===== config.mk =====
export PLATFORM = sky130hd
export DESIGN_NAME = exc_ctrl
export DESIGN_NICKNAME = d
export VERILOG_FILES = /design/src/rtl/exc_ctrl_pkg.sv /design/src/rtl/exc_ctrl.sv
export SDC_FILE = /design/constraint.sdc
export NUM_CORES = 1
export LEC_CHECK = 0
export CAP_MARGIN = 20
export CORE_AREA = 2 2 165 167
export DETAILED_ROUTE_END_ITERATION = 6
export DIE_AREA = 0 0 167 169
export SLEW_MARGIN = 10
export SYNTH_ARGS = -nofsm -noshare
export SYNTH_HDL_FRONTEND = slang
export SYNTH_SLANG_ARGS = --single-unit

===== constraint.sdc =====
create_clock -name clk -period 1.8 [get_ports clk]
set_clock_uncertainty 0.2 [all_clocks]
set_input_delay 0.18 -clock clk [delete_from_list [all_inputs] [get_ports clk]]
set_output_delay 0.18 -clock clk [all_outputs]
set_load 0.05 [all_outputs]

===== src/rtl/exc_ctrl_pkg.sv =====
// rtl/exc_ctrl_pkg.sv - shared encodings for the WB-stage exception/CSR commit sequencer
package exc_ctrl_pkg;

    localparam int WB2CSR_LEN = 49;

    localparam logic [1:0] CSR_OP_NONE = 2'b00;
    localparam logic [1:0] CSR_OP_RD   = 2'b01;
    localparam logic [1:0] CSR_OP_WR   = 2'b10;
    localparam logic [1:0] CSR_OP_XCHG = 2'b11;

    localparam logic [5:0] ECODE_INT = 6'h00;

    localparam logic [1:0] S_IDLE     = 2'd0;
    localparam logic [1:0] S_COMMIT   = 2'd1;
    localparam logic [1:0] S_REDIRECT = 2'd2;

    typedef struct packed {
        logic        ertn_flush;
        logic        wb_ex;
        logic [5:0]  ecode;
        logic [8:0]  esubcode;
        logic [31:0] pc;
    } wb2csr_t;

endpackage


===== src/rtl/exc_ctrl.sv =====
// rtl/exc_ctrl.sv - turns WB CSR ops into CSR strobes and sequences exception/ertn commit, flush and redirect
module exc_ctrl
    import exc_ctrl_pkg::*;
(
    input  logic                  clk,
    input  logic                  reset,
    input  logic                  wb_valid,
    output logic                  wb_ready,
    input  logic [31:0]           wb_pc,
    input  logic [1:0]            wb_csr_op,
    input  logic [13:0]           wb_csr_num,
    input  logic [31:0]           wb_rd_value,
    input  logic [31:0]           wb_rj_value,
    input  logic                  wb_ex,
    input  logic [5:0]            wb_ecode,
    input  logic [8:0]            wb_esubcode,
    input  logic                  wb_ertn,
    output logic                  wb_commit,
    output logic [31:0]           wb_csr_result,
    output logic                  csr_re,
    output logic [13:0]           csr_num,
    input  logic [31:0]           csr_rvalue,
    output logic                  csr_we,
    output logic [31:0]           csr_wmask,
    output logic [31:0]           csr_wvalue,
    output logic [WB2CSR_LEN-1:0] csr_in_bus,
    input  logic [31:0]           ex_entry,
    input  logic [31:0]           ertn_entry,
    input  logic                  has_int,
    output logic                  flush,
    output logic                  redirect_valid,
    input  logic                  redirect_ready,
    output logic [31:0]           redirect_pc
);

    logic [1:0]  state_q, state_d;
    logic        kind_ex_q, kind_ex_d;
    logic [5:0]  ecode_q, ecode_d;
    logic [8:0]  esub_q, esub_d;
    logic [31:0] pc_q, pc_d;
    logic [31:0] target_q, target_d;

    logic    in_idle, in_commit, in_redirect;
    logic    event_hit, normal;
    wb2csr_t bus;

    always_comb begin
        state_d   = state_q;
        kind_ex_d = kind_ex_q;
        ecode_d   = ecode_q;
        esub_d    = esub_q;
        pc_d      = pc_q;
        target_d  = target_q;
        case (state_q)
            S_IDLE: begin
                if (wb_valid) begin
                    // Interrupt outranks the instruction's own exception/ertn; era = wb_pc re-executes it
                    if (has_int) begin
                        kind_ex_d = 1'b1;
                        ecode_d   = ECODE_INT;
                        esub_d    = 9'd0;
                        pc_d      = wb_pc;
                        state_d   = S_COMMIT;
                    end else if (wb_ex) begin
                        kind_ex_d = 1'b1;
                        ecode_d   = wb_ecode;
                        esub_d    = wb_esubcode;
                        pc_d      = wb_pc;
                        state_d   = S_COMMIT;
                    end else if (wb_ertn) begin
                        kind_ex_d = 1'b0;
                        ecode_d   = 6'd0;
                        esub_d    = 9'd0;
                        pc_d      = wb_pc;
                        state_d   = S_COMMIT;
                    end
                end
            end
            S_COMMIT: begin
                target_d = kind_ex_q ? ex_entry : ertn_entry;
                state_d  = S_REDIRECT;
            end
            S_REDIRECT: begin
                if (redirect_ready) state_d = S_IDLE;
            end
            default: state_d = S_IDLE;
        endcase
    end

    always_ff @(posedge clk) begin
        if (reset) begin
            state_q   <= S_IDLE;
            kind_ex_q <= 1'b0;
            ecode_q   <= 6'd0;
            esub_q    <= 9'd0;
            pc_q      <= 32'd0;
            target_q  <= 32'd0;
        end else begin
            state_q   <= state_d;
            kind_ex_q <= kind_ex_d;
            ecode_q   <= ecode_d;
            esub_q    <= esub_d;
            pc_q      <= pc_d;
            target_q  <= target_d;
        end
    end

    // Outputs are gated by reset so a mid-sequence reset never leaks a CSR update or redirect
    assign in_idle     = (state_q == S_IDLE) && !reset;
    assign in_commit   = (state_q == S_COMMIT) && !reset;
    assign in_redirect = (state_q == S_REDIRECT) && !reset;

    assign event_hit = has_int || wb_ex || wb_ertn;
    assign normal    = in_idle && wb_valid && !event_hit;

    assign wb_ready      = (state_q == S_IDLE);
    assign wb_commit     = normal;
    assign wb_csr_result = normal ? csr_rvalue : 32'd0;
    assign csr_num       = wb_csr_num;
    assign csr_re        = normal && (wb_csr_op != CSR_OP_NONE);
    assign csr_we        = normal && ((wb_csr_op == CSR_OP_WR) || (wb_csr_op == CSR_OP_XCHG));
    assign csr_wmask     = !csr_we ? 32'd0 : (wb_csr_op == CSR_OP_WR) ? 32'hFFFF_FFFF : wb_rj_value;
    assign csr_wvalue    = csr_we ? wb_rd_value : 32'd0;

    assign bus.ertn_flush = !kind_ex_q;
    assign bus.wb_ex      = kind_ex_q;
    assign bus.ecode      = ecode_q;
    assign bus.esubcode   = esub_q;
    assign bus.pc         = pc_q;
    assign csr_in_bus     = in_commit ? bus : '0;

    assign flush          = in_commit || in_redirect;
    assign redirect_valid = in_redirect;
    assign redirect_pc    = in_redirect ? target_q : 32'd0;

endmodule


# After elaboration in Yosys (flattened, before gate mapping)
# Index checks and enable logic that the tools add are counted.
[classes]
n_addsub = 0
n_mul = 0
div_mod_pow = 0
magnitude_cmp = 0
n_eq_ne = 7
shift = 0
n_mux = 25
bitwise_logic = 0
n_reduce_logical = 19
[op_table]
columns = ["op", "count"]
rows = [
  ["$mux W32", 9],
  ["$mux W49", 1],
  ["$mux W9", 3],
  ["$mux W6", 3],
  ["$mux W2", 5],
  ["$logic_and A1 B1 Y1", 7],
  ["$eq A2 B2 Y1 const B", 3],
  ["$pmux W2 S3", 1],
  ["$reduce_and A3 Y1", 2],
  ["$logic_or A1 B1 Y1", 4],
  ["$ne A2 B2 Y1 const B", 2],
  ["$ne A4 B1 Y1 const B", 1],
  ["$logic_not A1 Y1", 3],
  ["$mux W1", 3],
  ["$reduce_bool A3 Y1", 1],
  ["$eq A2 B1 Y1 const B", 1],
  ["$logic_not A2 Y1", 1],
  ["$reduce_bool A2 Y1", 1],
]
[totals]
reg_bits = 82
latch_bits = 0
ramBits = 0
rom_bits = 0
memories = 0

# Depth between registers and ports, before layout
[depth]
ltp_word = 6
mapped_depth = 6

# Least setup slack after synthesis
# No wires, ideal clock.
[synth_path]
path_type = "register -> output"
start = "reg state_q[1]"
end = "out csr_wmask[22]"
arrival_ns = 1.918
required_time_ns = 1.420
path_slack_ns = -0.498
path_stages_with_launch = 5
cell_sequence = "dfxtp_1 > nor4b_2 > nand2_1 > buf_2 > a21oi_1"
[synth_via]
elab_chain_cells = 6
[synth_lines]
columns = ["element", "line_no", "source"]
rows = [
  ["start: declaration", "exc_ctrl.sv:36", "logic [1:0] state_q, state_d;"],
  ["start signal: assignment", "exc_ctrl.sv:99", "state_q <= state_d;"],
  ["$logic_not A2 Y1", "exc_ctrl.sv:109", "assign in_idle = (state_q == S_IDLE) && !reset;"],
  ["$logic_and A1 B1 Y1", "exc_ctrl.sv:109", ""],
  ["$logic_and A1 B1 Y1 (2 in series)", "exc_ctrl.sv:114", "assign normal = in_idle && wb_valid && !event_hit;"],
  ["$logic_and A1 B1 Y1", "exc_ctrl.sv:121", "assign csr_we = normal && ((wb_csr_op == CSR_OP_WR) || (wb_csr_op == CSR_OP_XCHG));"],
  ["$mux W32", "exc_ctrl.sv:122", "assign csr_wmask = !csr_we ? 32'd0 : (wb_csr_op == CSR_OP_WR) ? 32'hFFFF_FFFF : wb_rj_value;"],
  ["end: declaration", "exc_ctrl.sv:24", "output logic [31:0] csr_wmask,"],
]
# Every way passes these cells.

# Final worst setup path
[layout_path]
start = "reg state_q[0]"
end = "out wb_csr_result[14]"
[layout_via]
elab_chain_cells = 5
[layout_lines]
columns = ["element", "line_no", "source"]
rows = [
  ["$logic_not A2 Y1", "exc_ctrl.sv:109", ""],
  ["$logic_and A1 B1 Y1", "exc_ctrl.sv:109", ""],
  ["$logic_and A1 B1 Y1 (2 in series)", "exc_ctrl.sv:114", ""],
  ["$mux W32", "exc_ctrl.sv:118", "assign wb_csr_result = normal ? csr_rvalue : 32'd0;"],
  ["end: declaration", "exc_ctrl.sv:19", "output logic [31:0] wb_csr_result,"],
]
# Every way passes these cells.

==> summary.md <==
The run finished, with violations left. The checks that failed: setup timing. In the post-synthesis netlist, the cell with the most instances is sky130_fd_sc_hd__and2_1. The final route contains 5960 vias.

The Yosys step of the flow raised 0 warnings. For this run, the slowest stage of the critical path takes 540 ps. The area growth from synthesis to layout came out at 163%. STA puts the critical path data required time at 1420 ps. The sequential-to-total area share from yosys stat came out at 32.4%. The analysis attributes to cell leakage a power of 5.10 nW. After detailed routing, the number of remaining DRC violations is 0.

CTS clock-pin slew for the worst setup and hold paths: 60 ps. Setup repair after global routing could not meet its margin everywhere. The tools report the launch point of the worst reg-to-reg path as state_q[0].

Wires add up to 25400 um. CTS built an H-tree with a depth of 3. The tools report the via count of the first global-routing pass as 6114. The final layout contains 1265 nets. For the half-perimeter wire length after detailed placement, the log shows 18100 um. The max-slew violation count was 0.

The worst path buffer plus inverter count is 2, and the final hold violation count is 0. After synthesis, the largest area contributor takes up 32.4% of total cell area. The initial antenna violation count was 1; the total core area was 0.0265 mm^2.

Setup violations remaining at the end of the flow were counted as 182. The post-synthesis cell type count was 29; the data arrival time of the worst path was 1880 ps. Of the cells placed in the final design, the portion with a size suffix greater than 1 is 47.2%.

Once placement finished, the instance area stood at 0.0119 mm^2. In this run the critical register-to-register path is captured at pc_q[29]. Dividing the synthesized area by the synthesized cell count gives 8.05 um^2. The hold buffer count at cts is 0.

The class of the tightest hold or removal check was input pin to flop. The total power per unit cell area is 436 mW/mm^2, and the first-pass detailed-route iteration total is 6. The proportion of synthesized flip-flops having asynchronous set or reset is 0%, and the largest net degree at the start of global routing is 78. The flip-flop cell with the highest count after synthesis was sky130_fd_sc_hd__dfxtp_1.

The tools report the total clock sinks as 82. In the routed layout, each cell is associated on average with a via count of 4.33. The clock tree root driver cell was sky130_fd_sc_hd__clkbuf_16. The worst reg-to-reg setup slack came out at 90 ps. Counting buffers and inverters, the worst setup path is 5 cells deep. Counting the fill cells in the layout gives 2380. The design draws 0.00581 W. In the final routed layout, each cell accounts on average for 18.4 um. TritonCTS built the clock tree. The final RePlAce weighted congestion is 0.832. The slowest stage of the critical path belongs to the cell sky130_fd_sc_hd__or4b_4. The tool flagged a number of max-cap violations equal to 0. After layout, the worst path uses 126% of the clock period. The critical path is of the flop to output port type. In the synthesized netlist, the cells that appear most often are 112 x sky130_fd_sc_hd__and2_1, 82 x sky130_fd_sc_hd__dfxtp_1, 50 x sky130_fd_sc_hd__nand2b_1. The logs give 0.00507 mm^2 for the combined area of all synthesized cells and 0 for the antenna violation net count after detailed routing. Global-route wire length before repair: 38300 um.

Global routing consumed, over all layers together, 17.6% of the routing resources. Final hold analysis gives a worst-case slack of 94.5 ps. Maximum buffer depth of the clock tree: 2. For hold timing, the worst endpoint is kind_ex_q. Counting flops with a built-in enable in the synthesized netlist gives 0.

Synthesis handed over a netlist of 630 instances. The run gives 0.000427 V as the peak ir drop on the vdd network. For this configuration, the core starts out at a cell density of 19.1%. Clock latency on the worst-skew pair, taken at its later pin, is 340 ps. The count of buffers inserted at the top-level ports is 398. The number of antenna cells inserted was 0; the largest fanout on the critical path was 30.

The dominant delay contributor by cell family on the critical path was simple AND/OR/NAND/NOR gates. The die is 167 um wide. The worst setup path is launched from a flop.

The worst register-to-register path has a depth of 6. Synthesis inferred 82 register bits. In this design, the critical path's most frequently occurring cell is sky130_fd_sc_hd__buf_12.

Row generation in the floorplan step produced 60 rows. The run gives 61.1% as the worst relative slew slack. The type of element capturing the critical path is an output port. The final global-route overflow total came out at 0. The area of the die came out at 0.0282 mm^2. For the finished layout, the period the worst path requires is 2260 ps. Static timing analysis puts the maximum clock frequency at 442 MHz. The run gives 274 as the number of design-rule violations left by the first detailed-router iteration.

The die height is 169 um, and the design area is 0.0133 mm^2. The transition time at the pin with the least slew margin works out to 583 ps. When the netlist entered floorplanning its net count stood at 860.

Cells fill 50.2% of the core in the end. The smallest setup slack after layout is -463 ps. Counting instances, the worst hold path has a depth of 4.

The count of boundary I/O pins came out at 427. The cell type with the largest total area after synthesis is sky130_fd_sc_hd__dfxtp_1. TritonCTS created 9 clock buffers. The tools report the launch point of the worst hold path as reset.

Traced cell by cell, the critical path runs through or4b_4 > nor2_4 > buf_12 > and2_2 > buf_12. Sorting the synthesized cells by area gives the leading types as sky130_fd_sc_hd__dfxtp_1 32%, sky130_fd_sc_hd__and2_1 14%, sky130_fd_sc_hd__mux2i_1 6.3%.
per-stage QoR:
step / cells / setup TNS, ps / setup slack (ps)
floorplan: 630 / -2570 / -61.9
global placement: 1329 / -53120 / -434
detailed placement: 1329 / -54950 / -445
CTS: 1375 / -75430 / -504
global route: 1378 / -82860 / -541
finish: 1378 / -70360 / -463
layer usage:
metal  part of all wire [%]  wire length, um  vias up  track usage [%]
met2                     47            12000      252             29.6
met3                    7.9             2010       24             5.85
met5                      0                0        -                0
li1                       -                -     2930                -
met1                     43            10900     2754             21.9
met4                    1.7              443        0             4.27
worst register-to-register path, delay by kind of cell, from the launching register on:
| kind | cells | cell delay (ps) |
|---|---|---|
| buf+inv | 3 | 480 |
| compound gates | 1 | 120 |
| simple gates | 2 | 440 |
| flops | 1 | 350 |
area by class of cell:
cell class | instances | area [um^2] | area share, %
clock buffers | 10 | 239 | 1.79
clock inverters | 3 | 90.1 | 0.677
inverters | 34 | 131 | 0.987
multi-input cells | 435 | 3760 | 28.2
flip-flops and latches | 82 | 1650 | 12.4
well taps | 341 | 427 | 3.20
repair buffers | 473 | 7020 | 52.7
cells by family (layout without fill, tap and decap cells):
logic type | count (synthesis) | count (layout) | share of synthesized area (%)
DFF | 82 | 82 | 32.4
buffers and inverters | 113 | 520 | 10.7
muxes | 32 | 32 | 6.32
and+or+nand+nor | 290 | 290 | 36.3
AOI/OAI and AO/OA | 113 | 113 | 14.3
worst max path at each step:
stage                             end  slack [ps]  startpoint
finish              wb_csr_result[14]        -460  state_q[0]
global route        wb_csr_result[14]        -540  state_q[0]
CTS                 wb_csr_result[14]        -500  state_q[0]
detailed placement      csr_wvalue[9]        -450     has_int
global placement        csr_wvalue[9]        -430     has_int
floorplan           wb_csr_result[10]         -60  state_q[0]
power by group:
| part | switching [W] | internal, W |
|---|---|---|
| sequential | 0.0000703 | 0.00194 |
| combinational | 0.000717 | 0.000964 |
| clock | 0.000752 | 0.00137 |
| total | 0.00154 | 0.00427 |
registers in the layout, summed over array words and instances, names as in the netlist:
| name | flops |
|---|---|
| ecode_q | 6 |
| esub_q | 9 |
| kind_ex_q | 1 |
| pc_q | 32 |
| state_q | 2 |
| target_q | 32 |
cell usage in the layout (no fill, tap or decap), types with 11 or more instances in the layout:
cell type and n:
sky130_fd_sc_hd__and2_4 89, sky130_fd_sc_hd__nor2_1 34, sky130_fd_sc_hd__buf_12 203, sky130_fd_sc_hd__dfxtp_1 79, sky130_fd_sc_hd__buf_6 14, sky130_fd_sc_hd__o21ai_0 27
sky130_fd_sc_hd__a211oi_1 32, sky130_fd_sc_hd__nand4b_1 32, sky130_fd_sc_hd__buf_4 22, sky130_fd_sc_hd__and2_2 23, sky130_fd_sc_hd__clkdlybuf4s50_1 210, sky130_fd_sc_hd__a21oi_4 32
sky130_fd_sc_hd__inv_1 33, sky130_fd_sc_hd__buf_16 15, sky130_fd_sc_hd__nand2b_1 48, sky130_fd_sc_hd__clkbuf_16 11, sky130_fd_sc_hd__nand4_1 15, sky130_fd_sc_hd__and3_4 32
sky130_fd_sc_hd__mux2i_1 32, sky130_fd_sc_hd__o21ai_2 20
what timing repair did:
| item | CTS | global route |
|---|---|---|
| setup buffers | 17 | 5 |
| pin swaps | 70 | 31 |
| cloned | 16 | 2 |
| setup endpoints to repair | 187 | 232 |
| gates resized for setup | 154 | 16 |
No activity file was read; power rests on OpenSTA's default activity.
